File: src/rtl/note_seq_pkg.sv
// Shared types and instruction-field layout for the score playback controller.
package note_seq_pkg;

    typedef enum logic [2:0] {
        StIdle,
        StFetch,
        StDecode,
        StDivide,
        StPlay,
        StHalt
    } state_e;

    localparam logic [2:0] OP_BPM  = 3'd0;
    localparam logic [2:0] OP_JUMP = 3'd1;
    localparam logic [2:0] OP_HALT = 3'd2;

    localparam int unsigned TYPE_BIT = 15;
    localparam int unsigned OP_MSB   = 14;
    localparam int unsigned OP_LSB   = 12;
    localparam int unsigned TGT_MSB  = 11;
    localparam int unsigned DUR_MSB  = 10;
    localparam int unsigned DUR_LSB  = 7;
    localparam int unsigned BPM_MSB  = 8;
    localparam int unsigned OCT_MSB  = 6;
    localparam int unsigned OCT_LSB  = 4;
    localparam int unsigned NOTE_MSB = 3;

    localparam logic [3:0] REST_NOTE = 4'hF;

endpackage

File: src/rtl/serial_div.sv
// 32-bit restoring divider, one quotient bit per cycle; done pulses when quotient is final.
module serial_div (
    input  logic        CLK,
    input  logic        RST,
    input  logic        start,
    input  logic [31:0] dividend,
    input  logic [31:0] divisor,
    output logic [31:0] quotient,
    output logic        done
);

    logic [31:0] rem;
    logic [5:0]  cnt;
    logic [32:0] shifted;
    logic [32:0] diff;

    // The quotient register doubles as the dividend shifter.
    always_comb begin
        shifted = {rem, quotient[31]};
        diff    = shifted - {1'b0, divisor};
    end

    always_ff @(posedge CLK) begin
        if (RST) begin
            rem      <= '0;
            quotient <= '0;
            cnt      <= '0;
            done     <= 1'b0;
        end else begin
            done <= 1'b0;
            if (start) begin
                rem      <= '0;
                quotient <= dividend;
                cnt      <= 6'd32;
            end else if (cnt != 6'd0) begin
                if (!diff[32]) begin
                    rem      <= diff[31:0];
                    quotient <= {quotient[30:0], 1'b1};
                end else begin
                    rem      <= shifted[31:0];
                    quotient <= {quotient[30:0], 1'b0};
                end
                cnt <= cnt - 6'd1;
                if (cnt == 6'd1) begin
                    done <= 1'b1;
                end
            end
        end
    end

endmodule

File: src/rtl/note_sequencer.sv
// Score playback controller: fetches 16-bit instructions from SRAM, runs settings and
// times notes in sixteenth-note ticks for the tone generator.
module note_sequencer
    import note_seq_pkg::*;
#(
    parameter int unsigned CLK_HZ      = 50000000,
    parameter int unsigned ADDR_W      = 18,
    parameter int unsigned SRAM_WAIT   = 2,
    parameter int unsigned DEFAULT_BPM = 96
) (
    input  logic              CLK,
    input  logic              RST,
    input  logic              start,
    output logic [ADDR_W-1:0] sram_addr,
    output logic              sram_rd,
    input  logic [15:0]       sram_data,
    output logic              note_start,
    output logic              note_valid,
    output logic [3:0]        note,
    output logic [2:0]        octave,
    output logic              busy,
    output logic              halted,
    output logic [ADDR_W-1:0] pc,
    output logic [8:0]        bpm
);

    // One sixteenth note is a quarter of a beat: CLK_HZ*60/(4*bpm) cycles.
    localparam logic [31:0] DIVIDEND   = 32'(CLK_HZ * 15);
    localparam logic [31:0] TICK_RESET = DIVIDEND / 32'(DEFAULT_BPM);
    localparam logic [7:0]  WAIT_LAST  = 8'(SRAM_WAIT);

    state_e      state;
    logic [15:0] ins;
    logic [31:0] tick_len;
    logic [35:0] remaining;
    logic [7:0]  wcnt;

    logic        is_note;
    logic [2:0]  op;
    logic [8:0]  ins_bpm;
    logic [3:0]  dur;
    logic        div_start;
    logic        div_done;
    logic [31:0] quotient;

    always_comb begin
        is_note   = ins[TYPE_BIT];
        op        = ins[OP_MSB:OP_LSB];
        ins_bpm   = ins[BPM_MSB:0];
        dur       = ins[DUR_MSB:DUR_LSB];
        div_start = (state == StDecode) && !is_note && (op == OP_BPM) && (ins_bpm != 9'd0);
    end

    serial_div u_div (
        .CLK      (CLK),
        .RST      (RST),
        .start    (div_start),
        .dividend (DIVIDEND),
        .divisor  ({23'd0, ins_bpm}),
        .quotient (quotient),
        .done     (div_done)
    );

    always_ff @(posedge CLK) begin
        if (RST) begin
            state      <= StIdle;
            sram_addr  <= '0;
            sram_rd    <= 1'b0;
            note_start <= 1'b0;
            note_valid <= 1'b0;
            note       <= '0;
            octave     <= '0;
            busy       <= 1'b0;
            halted     <= 1'b0;
            pc         <= '0;
            bpm        <= 9'(DEFAULT_BPM);
            tick_len   <= TICK_RESET;
            ins        <= '0;
            remaining  <= '0;
            wcnt       <= '0;
        end else begin
            note_start <= 1'b0;
            case (state)
                StIdle: begin
                    if (start) begin
                        pc    <= '0;
                        busy  <= 1'b1;
                        state <= StFetch;
                    end
                end
                StFetch: begin
                    if (wcnt == 8'd0) begin
                        sram_addr <= pc;
                        sram_rd   <= 1'b1;
                        wcnt      <= 8'd1;
                    end else if (wcnt == WAIT_LAST) begin
                        ins     <= sram_data;
                        pc      <= pc + 1'b1;
                        sram_rd <= 1'b0;
                        wcnt    <= 8'd0;
                        state   <= StDecode;
                    end else begin
                        wcnt <= wcnt + 8'd1;
                    end
                end
                StDecode: begin
                    if (is_note) begin
                        note       <= ins[NOTE_MSB:0];
                        octave     <= ins[OCT_MSB:OCT_LSB];
                        remaining  <= 36'({1'b0, dur} + 5'd1) * 36'(tick_len);
                        note_start <= 1'b1;
                        note_valid <= (ins[NOTE_MSB:0] != REST_NOTE);
                        state      <= StPlay;
                    end else begin
                        case (op)
                            OP_BPM: begin
                                if (ins_bpm != 9'd0) begin
                                    bpm   <= ins_bpm;
                                    state <= StDivide;
                                end else begin
                                    state <= StFetch;
                                end
                            end
                            OP_JUMP: begin
                                pc    <= ADDR_W'(ins[TGT_MSB:0]);
                                state <= StFetch;
                            end
                            OP_HALT: begin
                                busy   <= 1'b0;
                                halted <= 1'b1;
                                state  <= StHalt;
                            end
                            default: state <= StFetch;
                        endcase
                    end
                end
                StDivide: begin
                    if (div_done) begin
                        tick_len <= quotient;
                        state    <= StFetch;
                    end
                end
                StPlay: begin
                    // <= 1 also guards a zero-length note from wrapping.
                    if (remaining <= 36'd1) begin
                        note_valid <= 1'b0;
                        state      <= StFetch;
                    end else begin
                        remaining <= remaining - 36'd1;
                    end
                end
                StHalt: begin
                    note_valid <= 1'b0;
                    if (start) begin
                        pc     <= '0;
                        busy   <= 1'b1;
                        halted <= 1'b0;
                        state  <= StFetch;
                    end
                end
                default: state <= StIdle;
            endcase
        end
    end

endmodule

File: config.mk
export PLATFORM = sky130hd
export DESIGN_NAME = note_sequencer
export DESIGN_NICKNAME = d
export VERILOG_FILES = /design/src/rtl/note_seq_pkg.sv /design/src/rtl/serial_div.sv /design/src/rtl/note_sequencer.sv
export SDC_FILE = /design/constraint.sdc
export NUM_CORES = 1
export LEC_CHECK = 0
export ABC_CLOCK_PERIOD_IN_PS = 8490
export BUFFER_PORTS_ARGS = -buffer_cell sky130_fd_sc_hd__buf_4
export CAP_MARGIN = 20
export CORE_MARGIN = 2
export CORE_UTILIZATION = 54
export CTS_CLUSTER_DIAMETER = 60
export DETAILED_ROUTE_END_ITERATION = 10
export PLACE_DENSITY_LB_ADDON = 0.08
export SYNTH_ARGS = -nofsm -noshare
export SYNTH_HDL_FRONTEND = slang
export SYNTH_SLANG_ARGS = --single-unit
File: constraint.sdc
create_clock -name CLK -period 8.49 [get_ports CLK]
set_clock_uncertainty 0.1 [all_clocks]
set_input_delay 0.849 -clock CLK [delete_from_list [all_inputs] [get_ports CLK]]
set_output_delay 0.849 -clock CLK [all_outputs]
set_load 0.05 [all_outputs]
After elaboration in Yosys (flattened, before gate mapping)
Cells that the tools add are included.
W data, S select, Z words.
Storage, ports and cells
  flip-flop bits (word level): 223
  bits of input ports: 19
  output and inout bits: 57
  logic and storage cells: 127
Cells by class
  add/subtract/negate cells: 6
  multiply operators: 1
  magnitude comparators: 1
  eq/ne operators: 21
  multiplexer cells: 41
  bitwise operators: 4
  reduce and logical (&&, ||, !) cells: 32
Operators with widths (number)
  $mux W18: 5
  $mux W36: 2
  $pmux W36 S2: 1
  $mux W30: 2
  $pmux W18 S3: 1
  $le A36 B1 Y1 const B: 1
  $mul A5 B32 Y36: 1
  $sub A36 B1 Y36 const B: 1
  $sub A33 B9 Y33: 1
  $mux W32: 1
  $add A18 B1 Y18 const B: 1
  $mux W3: 6
  $mux W8: 2
  $pmux W3 S5: 1
  $ne A2 B2 Y1 const B: 7
  $mux W1: 13
  $mux W6: 2
  $reduce_and A4 Y1: 3
  $reduce_bool A2 Y1: 5
  $eq A3 B2 Y1 const B: 3
  $reduce_and A3 Y1: 3
  $reduce_bool A9 Y1: 1
  $add A8 B1 Y8 const B: 1
  $eq A8 B2 Y1 const B: 1
  other kinds (23): 41

Depth between registers and ports, before layout
Gate-level depths: netlist of the first run.
  depth in word-level cells: 5
  depth in mapped cells: 20
  mapped depth without buffers: 19

By module
Synthesis of the first run repeated with hierarchy kept, for this count alone.
Unflattened totals
  cells, all modules: 2250
  area total of the unflattened synthesis: 17113.9 um^2
Modules (own cells, without submodules)
  note_sequencer: times used 1, cells each 1566, area an instance 12189.2 um^2, seq. area each 3042.9 um^2
  serial_div: times used 1, cells each 684, area an instance 4924.7 um^2, seq. area each 1421.4 um^2

Worst setup path before layout of the first run
OpenSTA, ideal clock, no wires.
  path type: reg-to-reg
  start point: register ins[7]
  end point: register remaining[26]
  library setup time: 0.134 ns
  arrival time: 5.073 ns
  required time: 8.256 ns
  path slack: 3.183 ns
  cell stages (with the launch flop): 20
  path buffers: 1
  period minus slack after synthesis: 5.307 ns
  cells stage by stage: dfxtp_1 -> nand3_1 -> xor2_1 -> clkbuf_1 -> nor2b_1 -> fa_1 -> fa_1 -> inv_1 -> fa_1 -> inv_1 -> ha_1 -> a21o_1 -> a221o_1 -> a221oi_1 -> o21ai_0 -> o221a_2 -> a21o_1 -> a31oi_1 -> or4_1 -> o211ai_1
Between the ends
  word-level cells in the longest chain between the ends: 4
Ends and longest elaborated chain
  start, declared: line note_sequencer.sv:33  | logic [15:0] ins;
  start signal, assigned: line note_sequencer.sv:97  | ins <= sram_data;
  $add A4 B1 Y5: line note_sequencer.sv:110  | remaining <= 36'({1'b0, dur} + 5'd1) * 36'(tick_len);
  $mul A5 B32 Y36: line note_sequencer.sv:110
  $mux W36: line note_sequencer.sv:107  | if (is_note) begin
  $pmux W36 S2: line note_sequencer.sv:83  | case (state)
  end signal, assigned: line note_sequencer.sv:110
  end signal, assigned: line note_sequencer.sv:149  | remaining <= remaining - 36'd1;
  end, declared: line note_sequencer.sv:35  | logic [35:0] remaining;
Every way passes these cells. The select of a mux whose other input is x is not followed.
A chain may end at the register's enable or synchronous reset.

Worst setup path in the final report of the first run
Same ends and word-level chain as after synthesis.

==> results.py, run 1 <==
metrics = {
    "power_and_ir_drop": {
        "power_uw": 3680,
        "ir_drop_mv": 0.210,
        "power.leakage_uw": 0.00761,
        "power_density_mw_per_mm2": 213,
    },
    "detailed_routing": {
        "ant_nets": 0,
        "wl_per_cell_um": 16.0,
        "drcViolationCount": 0,
        "totalWireLength_um": 38600,
        "via_per_inst": 5.65,
        "vias": 13600,
        "drt_iter0_drc": 861,
        "first_pass_iters": 5,
    },
    "cts": {
        "numCtsBuffers": 27,
        "clock-root-buffer": "clkbuf_16",
        "cts_buffer_depth": 3,
        "cts_num_sinks": 223,
        "h-tree-depth": 1,
        "clkTransAtPathRegs_ns": 0.06,
        "cts_hold_buf": 0,
        "cts_resized": 0,
        "post-cts-setup-buffers": 0,
        "tritoncts": "built",
        "clk_latency_ns": 0.56,
    },
    "floorplanning": {
        "core_area_mm2": 0.0285,
        "initial_utilization_pct": 54.4,
        "std_cell_rows": 62,
        "die_w_um": 174,
        "io_pins": 76,
        "die_h_um": 174,
        "die-area_mm2": 0.0301,
    },
    "setup_path": {
        "cp-end-kind": "register",
        "cp.required_ns": 8.78,
        "endpoint": "remaining[26]",
        "crit_type": "register to register",
        "worstSetupStartpointType": "register",
        "critical_path.max_fanout": 32,
        "cp.arrival_ns": 6.31,
        "r2r_start": "ins[7]",
        "ff2ff_setup_slack_ns": 2.47,
        "crit_path_start": "ins[7]",
        "reg2reg_to": "remaining[26]",
        "worst-r2r-cell-count": 19,
    },
    "status": {
        "status": "completed",
    },
    "timing": {
        "setup_tns_ns": 0,
        "tightest_slew_ns": 0.912,
        "rsz0062_at_grt": "no",
        "drv_slew": 0,
        "setup_viol": 0,
        "final.min_clock_period_ns": 6.02,
        "fmax_mhz": 166,
        "hold_slack_ns": 0.355,
        "finalCritPeriodShare_pct": 70.9,
        "finalHoldViolCount": 0,
        "max_slew_margin_pct": 39.1,
    },
    "worst_hold_path": {
        "hold_class": "register to register",
    },
    "yosys": {
        "syn-cell-area_mm2": 0.0155,
        "yosysTopAreaCell": "dfxtp_1",
        "netlist_top_cells_area": "dfxtp_1, fa_1, nand2_1",
        "syn_avg_cell_area_um2": 7.83,
        "synth.top_cell.area_share_pct": 28.7,
        "yosysUniqueCellTypes": 73,
        "ys_ff_latch": 223,
        "synth_nets": 2157,
        "synth_edf_count": 0,
        "synthArstFlopShare_pct": 0,
        "syn-instance-count": 1985,
        "synth_flop_cell": "dfxtp_1",
        "yosys_warnings": 0,
        "synth-seq-area-share_pct": 28.7,
    },
    "global_route": {
        "grt_pass1_vias": 13100,
        "antenna_found_initial": 0,
        "grt_max_degree": 61,
        "grtUsageTotal_pct": 25.7,
        "grt_pass1_wl_um": 65000,
        "grt-ovfl-total": 0,
    },
    "final_layout": {
        "final_cell_mix": "nand2_1, dfxtp_1, nor2_1, a21oi_1, inv_1",
        "layout-drive-gt1-share_pct": 8.42,
        "final_common_cell": "nand2_1",
        "final_cells": 2404,
        "nets": 2171,
        "n_antenna_cell": 0,
        "area_delta_synth_final_pct": 11.2,
    },
    "place": {
        "globalplace.congestion": 0.838,
        "portBuffers": 75,
        "place_inst": 2352,
        "dp_hpwl_um": 27600,
    },
    "job": {
        "maxCapViolCount": 0,
    },
}
-- where the power goes --
group	switching, uW	internal, uW
combinational	759	458
sequential	104	1150
clock	484	732
total	1350	2330
-- layer usage --
metal  track usage [%]  part of all wire (%)
met5                 0                     0
met4              7.07                   2.8
met3              3.36                   4.0
met2              44.7                    48
met1              33.8                    45
-- worst min-delay path by stage --
| stage | startpoint | to | depth (start not counted) |
|---|---|---|---|
| 2_1_floorplan | u_div.quotient[11] | u_div.quotient[11] | 2 |
| 3_3_place_gp | sram_addr[6] | sram_addr[6] | 2 |
| 3_5_place_dp | octave[2] | octave[2] | 2 |
| 4_1_cts | octave[2] | octave[2] | 2 |
| 5_1_grt | octave[2] | octave[2] | 2 |
| 6_report | sram_addr[3] | sram_addr[3] | 2 |
-- registers in the layout, indices dropped and copies added (netlist names), 3 cells and up --
name,cells
remaining,36
octave,3
u_div.rem,32
wcnt,8
bpm,9
tick_len,32
note,4
u_div.quotient,32
pc,18
ins,16
sram_addr,18
state,3
u_div.cnt,6
-- synth_stat cells, types with 6 or more instances --
| library cell | n |
|---|---|
| a22oi_1 | 16 |
| and2_1 | 95 |
| xor2_1 | 37 |
| or4_1 | 6 |
| inv_1 | 147 |
| a21o_1 | 30 |
| or3_1 | 13 |
| nand3_1 | 37 |
| o21a_1 | 6 |
| nand2_1 | 303 |
| nor3_1 | 50 |
| mux2i_1 | 23 |
| a211oi_1 | 35 |
| nor4_1 | 12 |
| xnor2_1 | 36 |
| nor2_1 | 171 |
| nand4_1 | 16 |
| a31oi_1 | 25 |
| nand2b_1 | 11 |
| ha_1 | 63 |
| dfxtp_1 | 223 |
| a221oi_1 | 6 |
| nand3b_1 | 19 |
| o21ai_0 | 81 |
| a21oi_1 | 168 |
| o211ai_1 | 6 |
| o22ai_1 | 9 |
| clkbuf_1 | 98 |
| and3_1 | 22 |
| fa_1 | 90 |
| nor2b_1 | 42 |
-- worst max-delay path, stage by stage (launching register included) --
cell      delay [ns]
dfxtp_1         0.59
ha_1            0.26
xor2_1          0.15
buf_4           0.33
and2_1          0.19
fa_1            0.45
fa_1            0.54
inv_1           0.05
fa_1            0.53
inv_1           0.04
ha_1            0.36
a21o_1          0.20
a221o_1         0.37
a221oi_1        0.45
o21ai_0         0.28
o221a_2         0.34
a21o_1          0.21
a31oi_1         0.19
or4_1           0.13
o211ai_1        0.08
-- stage by stage --
step | cell area [um2] | util [%] | setup slack (ns)
2_1_floorplan | 15500 | - | 3.18
3_3_place_gp | 16300 | 57.1 | 2.74
3_5_place_dp | 16300 | 57.1 | 2.51
4_1_cts | 17300 | 60.4 | 2.46
5_1_grt | 17300 | 60.5 | 2.10
6_report | 17300 | 60.5 | 2.47
-- kinds of logic (layout without fill, tap and decap cells) --
kind of cell | count (synthesis) | count (layout) | share of synthesized area (%)
and+or+nand+nor | 829 | 829 | 25.8
adders and majority gates | 153 | 153 | 16.7
muxes | 23 | 23 | 1.48
AOI/OAI and AO/OA | 428 | 428 | 16.9
DFF | 223 | 223 | 28.7
buffers and inverters | 256 | 291 | 6.27
xor gates and xnor gates | 73 | 73 | 4.11
-- layout make-up --
cell class                      count  area [um2]
Clock inverter                     15         199
Timing Repair Buffer               92         703
Multi-Input combinational cell   1506       10100
Tap cell                          384         480
Inverter                          149         559
Sequential cell                   223        4460
Fill cell                        2695       11300
Clock buffer                       35         756
Power figures use the tool's default switching activity.
==> run 2: changes to the inputs <==
--- a/config.mk
+++ b/config.mk
@@ -5,7 +5,7 @@
 export SDC_FILE = /design/constraint.sdc
 export NUM_CORES = 1
 export LEC_CHECK = 0
-export ABC_CLOCK_PERIOD_IN_PS = 8490
+export ABC_CLOCK_PERIOD_IN_PS = 5300
 export BUFFER_PORTS_ARGS = -buffer_cell sky130_fd_sc_hd__buf_4
 export CAP_MARGIN = 20
 export CORE_MARGIN = 2
==> constraint.sdc (replaced) <==
create_clock -name CLK -period 5.3 [get_ports CLK]
set_clock_uncertainty 0.1 [all_clocks]
set_input_delay 0.53 -clock CLK [delete_from_list [all_inputs] [get_ports CLK]]
set_output_delay 0.53 -clock CLK [all_outputs]
set_load 0.05 [all_outputs]
==> run 2 against run 1 <==
  * Routed wire length increased by 1.1%
  * Critical endpoint unchanged
  * Combinational power increased by 69%
  * Count of clock-buffer cells in the layout did not move
  * Clock power increased by 45%
  * Fmax rose by 18%
  * Sequential share of layout area fell by 0.79 points
  * Die area stayed put
  * Core utilization increased by 2.0 points
  * First-iteration DRC count decreased by 5.7%
  * Critical path depth is 2 higher
  * Non-clock buffer count grew 60
  * Worst setup slack worse by 2.3 ns
  * Highest routed layer unchanged
==> results.py, run 2 (synthesized netlist as in run 1, its figures left out) <==
metrics = {
    "power_and_ir_drop": {
        "power.leakage_uw": 0.00790,
        "power_uw": 5820,
        "ir_drop_mv": 0.370,
        "power_density_mw_per_mm2": 326,
    },
    "final_layout": {
        "max_flop_register": "remaining",
        "post-route-cell-area_mm2": 0.0179,
        "nets": 2230,
        "final_cell_mix": "nand2_1, dfxtp_1, nor2_1, a21oi_1, buf_4",
        "largest_reg_flops": 36,
        "area_delta_synth_final_pct": 14.9,
        "nFillCells": 2666,
        "layout-drive-gt1-share_pct": 12.3,
        "n_antenna_cell": 0,
        "final_cells": 2459,
        "final_common_cell": "nand2_1",
    },
    "cts": {
        "clkTransAtPathRegs_ns": 0.06,
        "cts_num_sinks": 223,
        "numCtsBuffers": 26,
        "cts_buffer_depth": 3,
        "clock-root-buffer": "clkbuf_16",
        "h-tree-depth": 1,
        "clk_latency_ns": 0.54,
        "tritoncts": "built",
        "cts_hold_buf": 0,
    },
    "timing": {
        "fmax_mhz": 196,
        "setup_viol": 0,
        "final.min_clock_period_ns": 5.10,
        "drv_slew": 0,
        "rsz0062_at_grt": "yes",
        "tightest_slew_ns": 0.912,
        "setup_tns_ns": 0,
        "finalHoldViolCount": 0,
        "hold_slack_ns": 0.125,
        "max_slew_margin_pct": 39.1,
        "finalCritPeriodShare_pct": 96.2,
    },
    "detailed_routing": {
        "wl_met2_um": 18500,
        "first_pass_iters": 5,
        "drt_iter0_drc": 812,
        "totalWireLength_um": 39000,
        "wl_met3_um": 1940,
        "drcViolationCount": 0,
        "via_per_inst": 5.62,
        "routed.top_layer": "met4",
        "ant_nets": 0,
        "met1_length_um": 17900,
        "vias": 13800,
        "wl_per_cell_um": 15.9,
    },
    "place": {
        "postPlaceCellArea_mm2": 0.0167,
        "globalplace.congestion": 0.843,
        "dp_hpwl_um": 28300,
        "place_inst": 2407,
        "portBuffers": 75,
    },
    "global_route": {
        "grt-ovfl-total": 0,
        "grt_max_degree": 71,
        "grtUsageTotal_pct": 25.6,
        "antenna_found_initial": 0,
        "grt_pass1_vias": 13200,
        "grt_pass1_wl_um": 65200,
    },
    "floorplanning": {
        "core_area_mm2": 0.0285,
        "die_h_um": 174,
        "std_cell_rows": 62,
        "die_w_um": 174,
        "die-area_mm2": 0.0301,
        "io_pins": 76,
        "initial_utilization_pct": 54.4,
    },
    "setup_path": {
        "reg2reg_to": "remaining[26]",
        "worst-r2r-cell-count": 21,
        "worstSetupStartpointType": "register",
        "r2r_start": "ins[7]",
        "cp.arrival_ns": 5.40,
        "ff2ff_setup_slack_ns": 0.20,
        "cp.required_ns": 5.60,
        "cp-end-kind": "register",
        "critical_path.max_fanout": 6,
        "crit_type": "register to register",
    },
    "worst_hold_path": {
        "hold_end": "ins[6]",
        "worstHoldStart": "sram_data[6]",
        "hold_depth": 3,
        "hold_class": "primary input to register",
    },
    "job": {
        "maxCapViolCount": 0,
    },
    "status": {
        "status": "completed",
    },
}
[run 2: where the power goes]
group	switching [uW]	internal, uW
combinational	1240	816
clock	714	1050
sequential	161	1840
[run 2: metal layers]
metal,global-route usage (%),up-vias
met2,43.3,317
met3,3.73,57
met1,34.6,6599
met5,0,-
met4,6.13,0
li1,-,6847
[run 2: repair_timing]
action,in CTS,in global routing
pin swaps,1,17
setup buffers,0,5
endpoints found under the setup margin,7,17
hold endpoints to repair,0,0
gates cloned,0,1
gates resized for setup,8,41
[run 2: worst max-delay path by stage]
stage | cells past startpoint | slack [ns] | start | end
finish | 21 | 0.20 | ins[7] | remaining[26]
detailed placement | 18 | -0.21 | ins[7] | remaining[30]
global route | 21 | -0.04 | ins[9] | remaining[33]
global placement | 18 | -0.0003 | ins[7] | remaining[30]
floorplan | 19 | 0.002 | ins[7] | remaining[26]
CTS | 18 | 0.005 | ins[7] | remaining[30]
[run 2: cell type report]
class	instances	area [um2]	share of cell area, %
clock inverter	10	110	0.617
timing repair buffer	152	1180	6.62
clock buffer	35	726	4.07
sequential	223	4470	25.0
tap	384	480	2.69
inverter	149	559	3.13
multi-input combinational	1506	10300	57.8
[run 2: critical path: stages (launching register included)]
cell and delay (ns):
dfxtp_4 0.36, ha_4 0.17, xor2_2 0.18, buf_4 0.14
buf_4 0.16, and2_4 0.16, fa_1 0.49, fa_1 0.54
inv_1 0.05, fa_1 0.52, inv_1 0.06, ha_4 0.21
a21o_1 0.19, buf_4 0.13, a21o_1 0.18, a221oi_2 0.35
o21ai_2 0.13, o221a_4 0.28, a21o_1 0.17, a31oi_1 0.17
or4_1 0.14, o211ai_1 0.08
[run 2: per-stage QoR]
stage                     setup slack (ns)  util [%]
after floorplan                    0.00178         -
after global placement           -0.000329      58.6
after detailed placement            -0.207      58.6
after CTS                          0.00542      61.6
after global routing               -0.0419      62.5
final                                0.200      62.5
==> run 3: changes to the inputs <==
--- a/config.mk
+++ b/config.mk
@@ -7,7 +7,6 @@
 export LEC_CHECK = 0
 export ABC_CLOCK_PERIOD_IN_PS = 5300
 export BUFFER_PORTS_ARGS = -buffer_cell sky130_fd_sc_hd__buf_4
-export CAP_MARGIN = 20
 export CORE_MARGIN = 2
 export CORE_UTILIZATION = 54
 export CTS_CLUSTER_DIAMETER = 60
==> constraint.sdc (replaced) <==
create_clock -name CLK -period 5.3 [get_ports CLK]
set_clock_uncertainty 0.1 [all_clocks]
set_input_delay 0.265 -clock CLK [delete_from_list [all_inputs] [get_ports CLK]]
set_output_delay 0.265 -clock CLK [all_outputs]
set_load 0.05 [all_outputs]
==> run 3 against run 2 <==
  * Via count is 0.96% higher
  * Worst setup slack got worse by 0.0045 ns
  * Sequential power about the same
  * Cell count increased by 0.65%
  * Core utilization increased by 0.91 points
  * Critical endpoint is now remaining[22]
  * Sequential share of layout area shrank 0.36 points
  * Clock power about the same
  * Critical path depth shrank 2
==> results.py, run 3 (synthesized netlist as in run 1, its figures left out) <==
metrics = {
    "status": {
        "status": "completed",
    },
    "detailed_routing": {
        "vias": 14000,
        "wl_per_cell_um": 15.8,
        "drcViolationCount": 0,
        "drt_iter0_drc": 875,
        "via_per_inst": 5.64,
        "first_pass_iters": 5,
        "ant_nets": 0,
        "totalWireLength_um": 39000,
    },
    "cts": {
        "clkTransAtPathRegs_ns": 0.06,
        "numCtsBuffers": 26,
        "clock-root-buffer": "clkbuf_16",
        "cts_buffer_depth": 3,
        "h-tree-depth": 1,
        "cts_num_sinks": 223,
        "tritoncts": "built",
        "clk_latency_ns": 0.55,
    },
    "global_route": {
        "grtUsageTotal_pct": 25.5,
        "grt_max_degree": 71,
        "grt_pass1_wl_um": 65300,
        "grt_pass1_vias": 13400,
        "grt-ovfl-total": 0,
        "antenna_found_initial": 0,
    },
    "power_and_ir_drop": {
        "seqPwrFrac_pct": 34.1,
        "power.switching_uw": 2150,
        "comb_power_share_pct": 35.7,
        "switching_share_pct": 36.7,
        "power.leakage_uw": 0.00796,
        "power_uw": 5870,
        "clkPwrFrac_pct": 30.3,
        "p_int_uw": 3720,
        "power_density_mw_per_mm2": 324,
        "ir_drop_mv": 0.324,
    },
    "setup_path": {
        "cp.arrival_ns": 5.40,
        "cp_common_cell": "fa_1",
        "cp-end-kind": "register",
        "max_stage_delay_ns": 0.53,
        "crit_type": "register to register",
        "worstSetupStartpointType": "register",
        "critical_path.max_fanout": 26,
        "cp.required_ns": 5.60,
        "crit_path_top_delay_cell": "fa_1",
        "cp_cell_sequence": "ha_4 -> and3_1 -> buf_12 -> and2_1 -> fa_1 -> fa_1 -> fa_1 -> ha_1 -> buf_4 -> o21a_1 -> o21a_1 -> o21ai_0 -> o221ai_2 -> a21oi_2 -> o31a_1 -> buf_4 -> xnor2_1 -> a222oi_1 -> nor3_1",
    },
    "final_layout": {
        "max_flop_register": "remaining",
        "largest_reg_flops": 36,
        "layout-drive-gt1-share_pct": 12.8,
        "nFillCells": 2594,
        "final_cells": 2475,
        "nets": 2245,
        "regArea_mm2": 0.00447,
        "final_cell_mix": "nand2_1, dfxtp_1, nor2_1, a21oi_1, inv_1",
        "multi_input_area_mm2": 0.0104,
        "n_antenna_cell": 0,
        "area_delta_synth_final_pct": 16.6,
        "final_common_cell": "nand2_1",
    },
    "job": {
        "maxCapViolCount": 0,
    },
    "place": {
        "dp_hpwl_um": 28300,
        "globalplace.congestion": 0.845,
        "place_inst": 2407,
        "portBuffers": 75,
    },
    "timing": {
        "finalCritPeriodShare_pct": 96.3,
        "finalHoldViolCount": 0,
        "tightest_slew_ns": 1.07,
        "drv_slew": 0,
        "setup_tns_ns": 0,
        "max_slew_margin_pct": 28.8,
        "fmax_mhz": 196,
        "final.min_clock_period_ns": 5.10,
        "setup_viol": 0,
    },
    "floorplanning": {
        "die-area_mm2": 0.0301,
        "initial_utilization_pct": 54.4,
        "die_w_um": 174,
        "std_cell_rows": 62,
        "die_h_um": 174,
        "io_pins": 76,
        "core_area_mm2": 0.0285,
    },
    "worst_hold_path": {
        "hold_class": "primary input to register",
    },
}
run 3: area by class of cell:
class                   count  area share [%]
clock buffers              35            3.94
flip-flops and latches    223            24.7
clock inverters            11           0.781
inverters                 149            3.09
repair buffers            167            7.41
well taps                 384            2.65
multi-input cells        1506            57.4
run 3: per-stage QoR:
step	worst slack, ns	utilization, %	instance area [um2]	hold WS, ns
after floorplan	0.00178	-	15500	0.301
after global placement	-0.000302	58.6	16700	0.344
after detailed placement	-0.204	58.6	16700	0.347
after CTS	-0.0502	62.3	17800	0.0588
after global routing	-0.000555	63.4	18100	0.0877
final	0.195	63.4	18100	0.0777
run 3: per-layer routing:
metal | track usage [%] | share of wire [%] | wire (um)
met2 | 43.7 | 48 | 18700
met1 | 33.9 | 45 | 17700
met4 | 7.11 | 2.5 | 982
met3 | 3.64 | 4.3 | 1660
met5 | 0 | 0 | 0
run 3: path summary, 6_finish.rpt:
kind                                    start  slack (ns)  cells past startpoint             to
worst max register to register         ins[7]        0.20                     19  remaining[22]
worst max-delay path                   ins[7]        0.20                     19  remaining[22]
worst min register to register  sram_addr[12]        0.35                      2  sram_addr[12]
worst min-delay path                      RST        0.08                      2         bpm[4]
run 3: repair_timing:
| action | in CTS | in global routing |
|---|---|---|
| setup endpoints to repair | 7 | 20 |
| setup buffers | 0 | 6 |
| endpoints found under the hold margin | 16 | 0 |
| pin swaps | 1 | 20 |
| resized for setup | 6 | 56 |
| hold buffers | 16 | 0 |
run 3: critical path: cells and delay by family (launching register included):
family / cells / cell delay [ns]
adder cells (fa/ha/maj): 5 / 2.02
buffers and inverters: 3 / 0.48
flip-flops: 1 / 0.36
AND/OR/NAND/NOR: 3 / 0.46
AO/OA/AOI/OAI: 7 / 1.46
XOR/XNOR: 1 / 0.08
run 3: power by group through the flow:
stage | Combinational, uW | Clock, uW | Sequential [uW]
final | 2090 | 1780 | 2000
after CTS | 2040 | 1810 | 2000
after global routing | 2350 | 1880 | 2020
after global placement | 1990 | 0 | 2020
after detailed placement | 2010 | 0 | 2030
after floorplan | 1550 | 0 | 2010
